## src/rtl/mac_requant_pkg.sv

```systemverilog
// rtl/mac_requant_pkg.sv - shared sizing, saturation and rounding helpers for the MAC/requant path
package mac_requant_pkg;

  localparam int DEF_DECIMAL_POINT = 4;

  function automatic int acc_width(input int width, input int vec_len);
    return 2 * width + $clog2(vec_len) + 1;
  endfunction

  function automatic longint sat_max(input int width);
    return (longint'(1) <<< (width - 1)) - 1;
  endfunction

  function automatic longint sat_min(input int width);
    return -(longint'(1) <<< (width - 1));
  endfunction

  function automatic int round_const(input int dp);
    return 1 << (dp - 1);
  endfunction

  localparam int ROUND_CONST = round_const(DEF_DECIMAL_POINT);

endpackage

```

## src/rtl/sat_round_sign.sv

```systemverilog
// rtl/sat_round_sign.sv - combinational round-half-up and saturate from accumulator to WIDTH bits
module sat_round_sign
  import mac_requant_pkg::*;
#(
  parameter int WIDTH         = 8,
  parameter int DECIMAL_POINT = 4,
  parameter int ACC_WIDTH     = acc_width(8, 16)
) (
  input  logic signed [ACC_WIDTH-1:0] acc_i,
  output logic signed [WIDTH-1:0]     result_o,
  output logic                        sat_o
);

  localparam longint MAX_L = sat_max(WIDTH);
  localparam longint MIN_L = sat_min(WIDTH);
  localparam logic signed [ACC_WIDTH:0] MAX_W = MAX_L[ACC_WIDTH:0];
  localparam logic signed [ACC_WIDTH:0] MIN_W = MIN_L[ACC_WIDTH:0];
  localparam logic signed [ACC_WIDTH:0] RND_W = (ACC_WIDTH + 1)'(round_const(DECIMAL_POINT));

  // One guard bit so adding the rounding constant can never wrap.
  logic signed [ACC_WIDTH:0] sum_w;
  logic signed [ACC_WIDTH:0] r_w;

  assign sum_w = {acc_i[ACC_WIDTH-1], acc_i} + RND_W;
  assign r_w   = sum_w >>> DECIMAL_POINT;

  always_comb begin
    sat_o    = 1'b0;
    result_o = r_w[WIDTH-1:0];
    if (r_w > MAX_W) begin
      result_o = MAX_W[WIDTH-1:0];
      sat_o    = 1'b1;
    end else if (r_w < MIN_W) begin
      result_o = MIN_W[WIDTH-1:0];
      sat_o    = 1'b1;
    end
  end

endmodule

```

## src/rtl/mac_requant_sign.sv

```systemverilog
// rtl/mac_requant_sign.sv - streamed signed dot product plus bias, requantized with rdy pulse
module mac_requant_sign
  import mac_requant_pkg::*;
#(
  parameter int WIDTH         = 8,
  parameter int DECIMAL_POINT = 4,
  parameter int VEC_LEN       = 16,
  parameter int ACC_WIDTH     = acc_width(WIDTH, VEC_LEN)
) (
  input  logic                    iClk,
  input  logic                    iRst,
  input  logic                    enable,
  input  logic signed [WIDTH-1:0] data,
  input  logic signed [WIDTH-1:0] weight,
  input  logic signed [WIDTH-1:0] bias,
  output logic signed [WIDTH-1:0] dataOut,
  output logic                    rdy,
  output logic                    sat
);

  localparam int CW = $clog2(VEC_LEN);
  localparam int PW = 2 * WIDTH;

  logic [CW-1:0]                 cnt_q, cnt_d;
  logic                          first_w, last_w;
  logic                          valid1_q, first1_q, last1_q;
  logic signed [PW-1:0]          prod1_q, prod_d;
  logic signed [WIDTH-1:0]       bias1_q;
  logic signed [ACC_WIDTH-1:0]   acc_q, acc_d;
  logic                          done2_q;
  logic signed [WIDTH-1:0]       dout_q, res_w;
  logic                          rdy_q, sat_q, sat_w;

  assign first_w = (cnt_q == '0);
  assign last_w  = (cnt_q == CW'(VEC_LEN - 1));
  assign prod_d  = PW'(data) * PW'(weight);

  always_comb begin
    cnt_d = cnt_q;
    if (enable) begin
      cnt_d = last_w ? '0 : cnt_q + CW'(1);
    end
  end

  // First element re-seeds from bias so back-to-back vectors never mix.
  always_comb begin
    acc_d = acc_q;
    if (valid1_q) begin
      acc_d = (first1_q ? (ACC_WIDTH'(bias1_q) <<< DECIMAL_POINT) : acc_q) + ACC_WIDTH'(prod1_q);
    end
  end

  sat_round_sign #(
    .WIDTH        (WIDTH),
    .DECIMAL_POINT(DECIMAL_POINT),
    .ACC_WIDTH    (ACC_WIDTH)
  ) u_sat_round (
    .acc_i   (acc_q),
    .result_o(res_w),
    .sat_o   (sat_w)
  );

  always_ff @(posedge iClk) begin
    if (iRst) begin
      cnt_q    <= '0;
      valid1_q <= 1'b0;
      first1_q <= 1'b0;
      last1_q  <= 1'b0;
      prod1_q  <= '0;
      bias1_q  <= '0;
      acc_q    <= '0;
      done2_q  <= 1'b0;
      dout_q   <= '0;
      rdy_q    <= 1'b0;
      sat_q    <= 1'b0;
    end else begin
      cnt_q    <= cnt_d;
      valid1_q <= enable;
      if (enable) begin
        prod1_q  <= prod_d;
        bias1_q  <= bias;
        first1_q <= first_w;
        last1_q  <= last_w;
      end
      acc_q   <= acc_d;
      done2_q <= valid1_q && last1_q;
      rdy_q   <= done2_q;
      if (done2_q) begin
        dout_q <= res_w;
        sat_q  <= sat_w;
      end
    end
  end

  assign dataOut = dout_q;
  assign rdy     = rdy_q;
  assign sat     = sat_q;

endmodule

```

## config.mk

```make
export PLATFORM = sky130hd
export DESIGN_NAME = mac_requant_sign
export DESIGN_NICKNAME = d
export VERILOG_FILES = /design/src/rtl/mac_requant_pkg.sv /design/src/rtl/sat_round_sign.sv /design/src/rtl/mac_requant_sign.sv
export SDC_FILE = /design/constraint.sdc
export NUM_CORES = 1
export LEC_CHECK = 0
export BUFFER_PORTS_ARGS = -buffer_cell sky130_fd_sc_hd__buf_2
export CAP_MARGIN = 20
export CORE_ASPECT_RATIO = 1.25
export CORE_MARGIN = 5
export CORE_UTILIZATION = 35
export CTS_BUF_LIST = sky130_fd_sc_hd__clkbuf_2
export DETAILED_ROUTE_END_ITERATION = 6
export SLEW_MARGIN = 20
export SYNTH_ARGS = -nofsm -noshare
export SYNTH_HDL_FRONTEND = slang
export SYNTH_SLANG_ARGS = --single-unit
```

## constraint.sdc

```tcl
create_clock -name iClk -period 6.6 [get_ports iClk]
set_input_delay 1.32 -clock iClk [delete_from_list [all_inputs] [get_ports iClk]]
set_output_delay 1.32 -clock iClk [all_outputs]
set_load 0.05 [all_outputs]
```

==> results of run 1 <==
## report_power, final
part	total [mW]	internal, mW	switching, mW
Sequential	0.473	0.424	0.0489
Combinational	1.09	0.494	0.595
Clock	0.264	0.123	0.142
Total	1.83	1.04	0.786
## final timing paths
path	slack, ns	cells after the start	end
max reg2reg	3.11	10	acc_q[18]$_SDFFE_PP0P_
min	0.48	2	last1_q$_SDFFE_PP0P_
min reg2reg	0.48	2	last1_q$_SDFFE_PP0P_
max	1.47	18	prod1_q[15]$_SDFFE_PP0P_
## worst reg2reg max path, cell delays in order (launching register included)
cell and delay [ns]:
dfxtp_1 0.92, nand2_1 0.39, o21ai_0 0.19, ha_1 0.32, and3_4 0.22, and2_1 0.16
a221oi_2 0.37, o21ai_2 0.17, a21oi_1 0.26, o21ai_0 0.11, a221o_1 0.30
## flip-flops by register name, indices dropped and copies added (netlist names)
register,cells
acc_q,21
dataOut,8
sat,1
cnt_q,4
prod1_q,16
bias1_q,8
last1_q,1
rdy,1
done2_q,1
valid1_q,1
first1_q,1
## cell type report
class                           instances  area share
Antenna cell                            1   0.0003651
Clock buffer                           10    0.007302
Clock inverter                          5     0.01077
Inverter                               99     0.05422
Multi-Input combinational cell        549      0.6732
Sequential cell                        63      0.1840
Tap cell                              228     0.04162
Timing Repair Buffer                   38     0.02848
## layer usage
layer,vias up,wire (µm),GRT usage
li1,2504,-,-
met1,2328,6012,0.1641
met2,57,7055,0.2460
met3,21,303,0.02162
met4,0,371,0.04820
met5,-,0,0
## cell families after synthesis
group | after synthesis | synth area share
xor gates and xnor gates | 42 | 0.05808
DFF | 63 | 0.1991
muxes | 37 | 0.06025
buffers and inverters | 120 | 0.07230
AOI/OAI and AO/OA | 123 | 0.1351
and+or+nand+nor | 239 | 0.1954
adders and majority gates | 108 | 0.2797
## placed cells by master (no fill, tap or decap), types with 7 or more instances in the layout
cell       n
nor2_1    60
nand3_1   18
mux2_2     9
nand2_1   52
clkbuf_2  10
nand2b_1  10
ha_1      52
xnor2_1   30
a21oi_1   31
o21ai_1    7
mux2i_1   28
o21ai_0   20
nor2b_1   12
xor2_1    12
inv_1     99
nor3_1    13
and2_1    43
fa_1      56
a211oi_1  12
dfxtp_1   63
buf_2     36
## stage by stage
stage	worst slack, ns	hold WS (ns)	power [mW]	util
after floorplan	1.301	0.4302	1.363	-
after global placement	0.9953	0.4475	1.568	0.3746
after detailed placement	0.8823	0.4512	1.588	0.3746
after CTS	1.493	0.4816	1.857	0.3815
after global routing	1.314	0.5103	2.023	0.3816
final	1.469	0.4768	1.826	0.3816
==> metrics.md, run 1 <==
| Metric | Value |
|---|---|
| Clock Skew | about 0.028 ns |
| Hold Startpoint | last1_q$_SDFFE_PP0P_ |
| Post-route design area | between 6000 and 7000 µm² |
| Worst-path fanout max | 8 |
| Synth Register Bits | 63 |
| Die Height | approximately 160 µm |
| Final Hold Fails | 0 |
| Min Tclk post-route | around 5 ns |
| Critical path class | input pin to flip-flop |
| Root Buffer | clkbuf_2 |
| DP Area | slightly below 7000 µm² |
| Initial Utilization | 0.3526 |
| CTS tree | done |
| Cells after Synth | ~730 |
| Setup violations, final | 0 |
| Htree depth | 3 |
| Area of the multi-input gates | approximately 4600 µm² |
| Register area | 1261 µm² |
| Initial antenna violation count | 1 |
| Slew Viols, Final | 0 |
| Cell with the most instances after synthesis | inv_1 |
| Worst relative slew slack | 0.4183 |
| CP Capture Type | flip-flop |
| CP startpoint | weight[4] |
| Register clock-pin slew on the reported worst setup and hold paths | about 0.18 ns |
| Final non-filler cell total | between 900 and 1000 |
| Post-CTS Resized | 0 |
| Layout Area Growth over Synthesis | 8.218% |
| Commonest cells in the netlist | inv_1 (99), dfxtp_1 (63), nor2_1 (60) |
| Share of cells above drive strength 1 | 0.1073 |
| Largest net degree at the start of global routing | 68 |
| Worst R2R Start | first1_q$_SDFFE_PP0P_ |
| DP HPWL | 11.14 mm |
| Setup TNS | 0 ns |
| Data arrival, critical path | 5.55 ns |
| Achievable clock frequency | about 190 MHz |
| CP bufs+invs | 5 |
| Post-synthesis sequential area ratio | 0.1991 |
| Syn avg cell area | 8.652 µm² |
| Routability cong. | 0.8328 |
| Setup Buffers After CTS | 0 |
| Die area | 20900 µm² |
| Fill cell count | between 1500 and 2000 |
| Worst Tran Pin Value | approximately 0.87 ns |
| Total of max-cap violations | 0 |
| Chip width | approximately 130 µm |
| PortBufs | 36 |
| Cell taking the most area after synthesis | dfxtp_1 |
| Antenna viol nets, final | 0 |
| Crit-path slowest cell | fa_1 |
| Max incr delay on CP | about 0.54 ns |
| Via Count | around 4900 |
| CP Launch Type | input pin |
| Vias in the first global route | just under 5000 |
| Core box area | roughly 18000 µm² |
| Crit path max-delay family | adder cells |
| Routed WL | 13.74 mm |
| PwrDens | about 270 nW/µm² |
| Clk buf depth | 2 |
| CP Data Required Time | roughly 7 ns |
| Status | completed |
| Total track usage | 0.1375 |
| Static Leak | about 3 nW |
| I/O pin count | 37 |
| Ys flop type | dfxtp_1 |
| Routed length per instance | 13.84 µm |
| Ys async rst share | 0 |
| Cts bufs inserted | 9 |
| Mapped Area | approximately 6300 µm² |
| DR DRC count | 0 |
| Number of synthesized flops with an enable pin | 0 |
| Nets | roughly 900 |
| RSZ-0062 raised after global routing | false |
| Row cnt | between 50 and 60 |
| CP cell instances | buf_2 -> and2_1 -> fa_1 -> inv_1 -> fa_1 -> inv_1 -> fa_1 -> inv_1 -> fa_1 -> inv_1 -> ha_1 -> o21ai_1 -> nor2_1 -> or4_1 -> a311oi_2 -> a21oi_1 -> xnor2_1 -> o22ai_1 |
| Post-synth top area share | 0.1991 |
| # hold bufs at CTS | 0 |
| Global route overflow | 0 |
| Post-synthesis net count | slightly below 900 |
| Yosys warns | 0 |
| Vias/cell | between 4 and 5 |
| Drt pass-1 iters | 4 |
| Skew-Pair Late Insertion Delay | ~0.53 ns |
| Netlist cell types | 64 |
| CTS Sinks | 63 |
| DR iter-0 viols | around 140 |
| Synth top area cells | dfxtp_1 (20%), fa_1 (18%), ha_1 (10%) |
| Global-route wire length before repair | 23.55 mm |
| Worst hold-check path type | flip-flop to flip-flop |
| Max VDD drop | 0.1121 mV |
| Fin crit share | 0.7775 |
| Placed Cells | 977 |
(Power assumes the default switching activity.)
==> run 2: changes to the inputs <==
- clock period: 6.6 -> 5.35 ns (I/O delays scaled with it)
==> metrics.md, run 2 (synthesis results as in run 1) <==
| Metric | Value |
|---|---|
| Slew Viols, Final | 0 |
| CP Capture Type | flip-flop |
| Setup WS pre-CTS | -0.02488 ns |
| Clock Skew | between 0.03 and 0.04 ns |
| Fill cell count | 1864 |
| Total of max-cap violations | 0 |
| Post-route design area | 6929 µm² |
| Initial Utilization | 0.3526 |
| Global route overflow | 0 |
| Register area | ~1300 µm² |
| Via Count | about 5000 |
| Data arrival, critical path | ~5.2 ns |
| RSZ-0062 raised after global routing | false |
| Routed length per instance | around 14 µm |
| Routability cong. | between 0.8 and 0.9 |
| Setup Buffers After CTS | 0 |
| Area of the multi-input gates | between 4000 and 5000 µm² |
| CTS Sinks | 63 |
| Worst relative slew slack | 0.4245 |
| Critical path class | input pin to flip-flop |
| Clk buf depth | 2 |
| Crit path max-delay family | adder cells |
| Static Leak | approximately 3.1 nW |
| Achievable clock frequency | between 200 and 250 MHz |
| DP Area | ~7000 µm² |
| Die area | ~21000 µm² |
| DR DRC count | 0 |
| Worst Tran Pin Value | roughly 0.86 ns |
| Routed WL | between 10 and 15 mm |
| Row cnt | between 50 and 60 |
| Cts bufs inserted | 9 |
| Most frequent cells in the layout | inv_1 (99), dfxtp_1 (63), nor2_1 (60) |
| Placed Cells | roughly 1000 |
| Total track usage | 0.1403 |
| Setup violations, final | 0 |
| Antenna viol nets, final | 0 |
| Initial antenna violation count | 1 |
| Largest regs | acc_q: 21 flops, prod1_q: 16 flops |
| Most flop-heavy register | acc_q |
| Htree depth | 3 |
| CP Launch Type | input pin |
| Worst-path fanout max | 8 |
| Share of cells above drive strength 1 | 0.1223 |
| # hold bufs at CTS | 0 |
| Crit-path slowest cell | fa_1 |
| Largest net degree at the start of global routing | 48 |
| Vias in the first global route | between 5000 and 6000 |
| Post-CTS Resized | 0 |
| Chip width | ~130 µm |
| Die Height | 160.4 µm |
| Max VDD drop | 0.1647 mV |
| Reg2reg setup slack | 1.82 ns |
| Core box area | 17960 µm² |
| Skew-Pair Late Insertion Delay | between 0.5 and 0.6 ns |
| DR iter-0 viols | ~150 |
| I/O pin count | 37 |
| Final WS setup | between 0.5 and 0.6 ns |
| Final Hold Fails | 0 |
| CP Data Required Time | 5.74 ns |
| Final non-filler cell total | around 1000 |
| Register clock-pin slew on the reported worst setup and hold paths | 0.18 ns |
| Min Tclk post-route | between 4 and 5 ns |
| Max incr delay on CP | roughly 0.53 ns |
| CP bufs+invs | 6 |
| CTS tree | done |
| Vias/cell | 4.949 |
| Largest register FFs | 21 |
| Status | completed |
| Nets | ~910 |
| Layout Area Growth over Synthesis | 9.403% |
| PortBufs | 36 |
| DP HPWL | 11.29 mm |
| PwrDens | ~330 nW/µm² |
| Worst hold-check path type | flip-flop to flip-flop |
| Fin crit share | 0.8974 |
| Commonest non-fill, non-tap cell in the layout | inv_1 |
| Global-route wire length before repair | 24.01 mm |
| Root Buffer | clkbuf_2 |
| Drt pass-1 iters | 4 |
| CP cell instances | buf_2 -> and2_1 -> fa_1 -> inv_1 -> fa_1 -> inv_1 -> fa_1 -> inv_1 -> fa_1 -> inv_1 -> ha_1 -> o21ai_1 -> nor2_1 -> or4_1 -> a311oi_2 -> buf_4 -> xor2_1 -> o22ai_1 |
-- run 2: cell count changes in the layout (fill, tap and decap cells not counted) --
cell / previous run / this run
buf_4: 2 / 14
bufinv_16: 2 / 1
clkbuf_2: 10 / 9
clkinv_2: 2 / 3
clkinvlp_4: 0 / 2
-- run 2: worst min-delay path: stages (launching register included) --
cell and delay (ns):
dfxtp_1 0.35, nand2_1 0.06, a21oi_1 0.05
-- run 2: layout make-up --
class                      instances  area share
clock inverter                     7    0.009209
sequential                        63      0.1820
tap                              228     0.04117
timing repair buffer              50     0.04117
antenna                            1   0.0003611
multi-input combinational        549      0.6659
clock buffer                       9    0.006501
inverter                          99     0.05363
-- run 2: worst paths after layout --
path,startpoint,cells past startpoint,end
setup / recovery,weight[4],18,prod1_q[13]$_SDFFE_PP0P_
hold / removal,last1_q$_SDFFE_PP0P_,2,last1_q$_SDFFE_PP0P_
setup reg to reg,first1_q$_SDFFE_PP0P_,10,acc_q[18]$_SDFFE_PP0P_
hold reg to reg,last1_q$_SDFFE_PP0P_,2,last1_q$_SDFFE_PP0P_
-- run 2: routing by layer --
metal,vias to the layer above,track usage,part of all wire
li1,2537,-,-
met1,2373,0.1659,0.44
met2,48,0.2549,0.51
met3,21,0.02196,0.018
met4,0,0.04537,0.025
met5,-,0,0
-- run 2: through the flow --
step / total power, mW / utilization / hold slack [ns] / setup TNS (ns)
2_1_floorplan: 1.681 / - / 0.4302 / 0
4_1_cts: 2.309 / 0.3857 / 0.4845 / 0
6_report: 2.268 / 0.3858 / 0.4770 / 0
3_3_place_gp: 1.989 / 0.3796 / 0.4480 / 0
3_5_place_dp: 2.004 / 0.3796 / 0.4515 / -0.03420
5_1_grt: 2.528 / 0.3858 / 0.5076 / 0
-- run 2: report_power, final --
group	switching, mW	internal [mW]
sequential	0.0586	0.523
combinational	0.743	0.652
clock	0.188	0.103
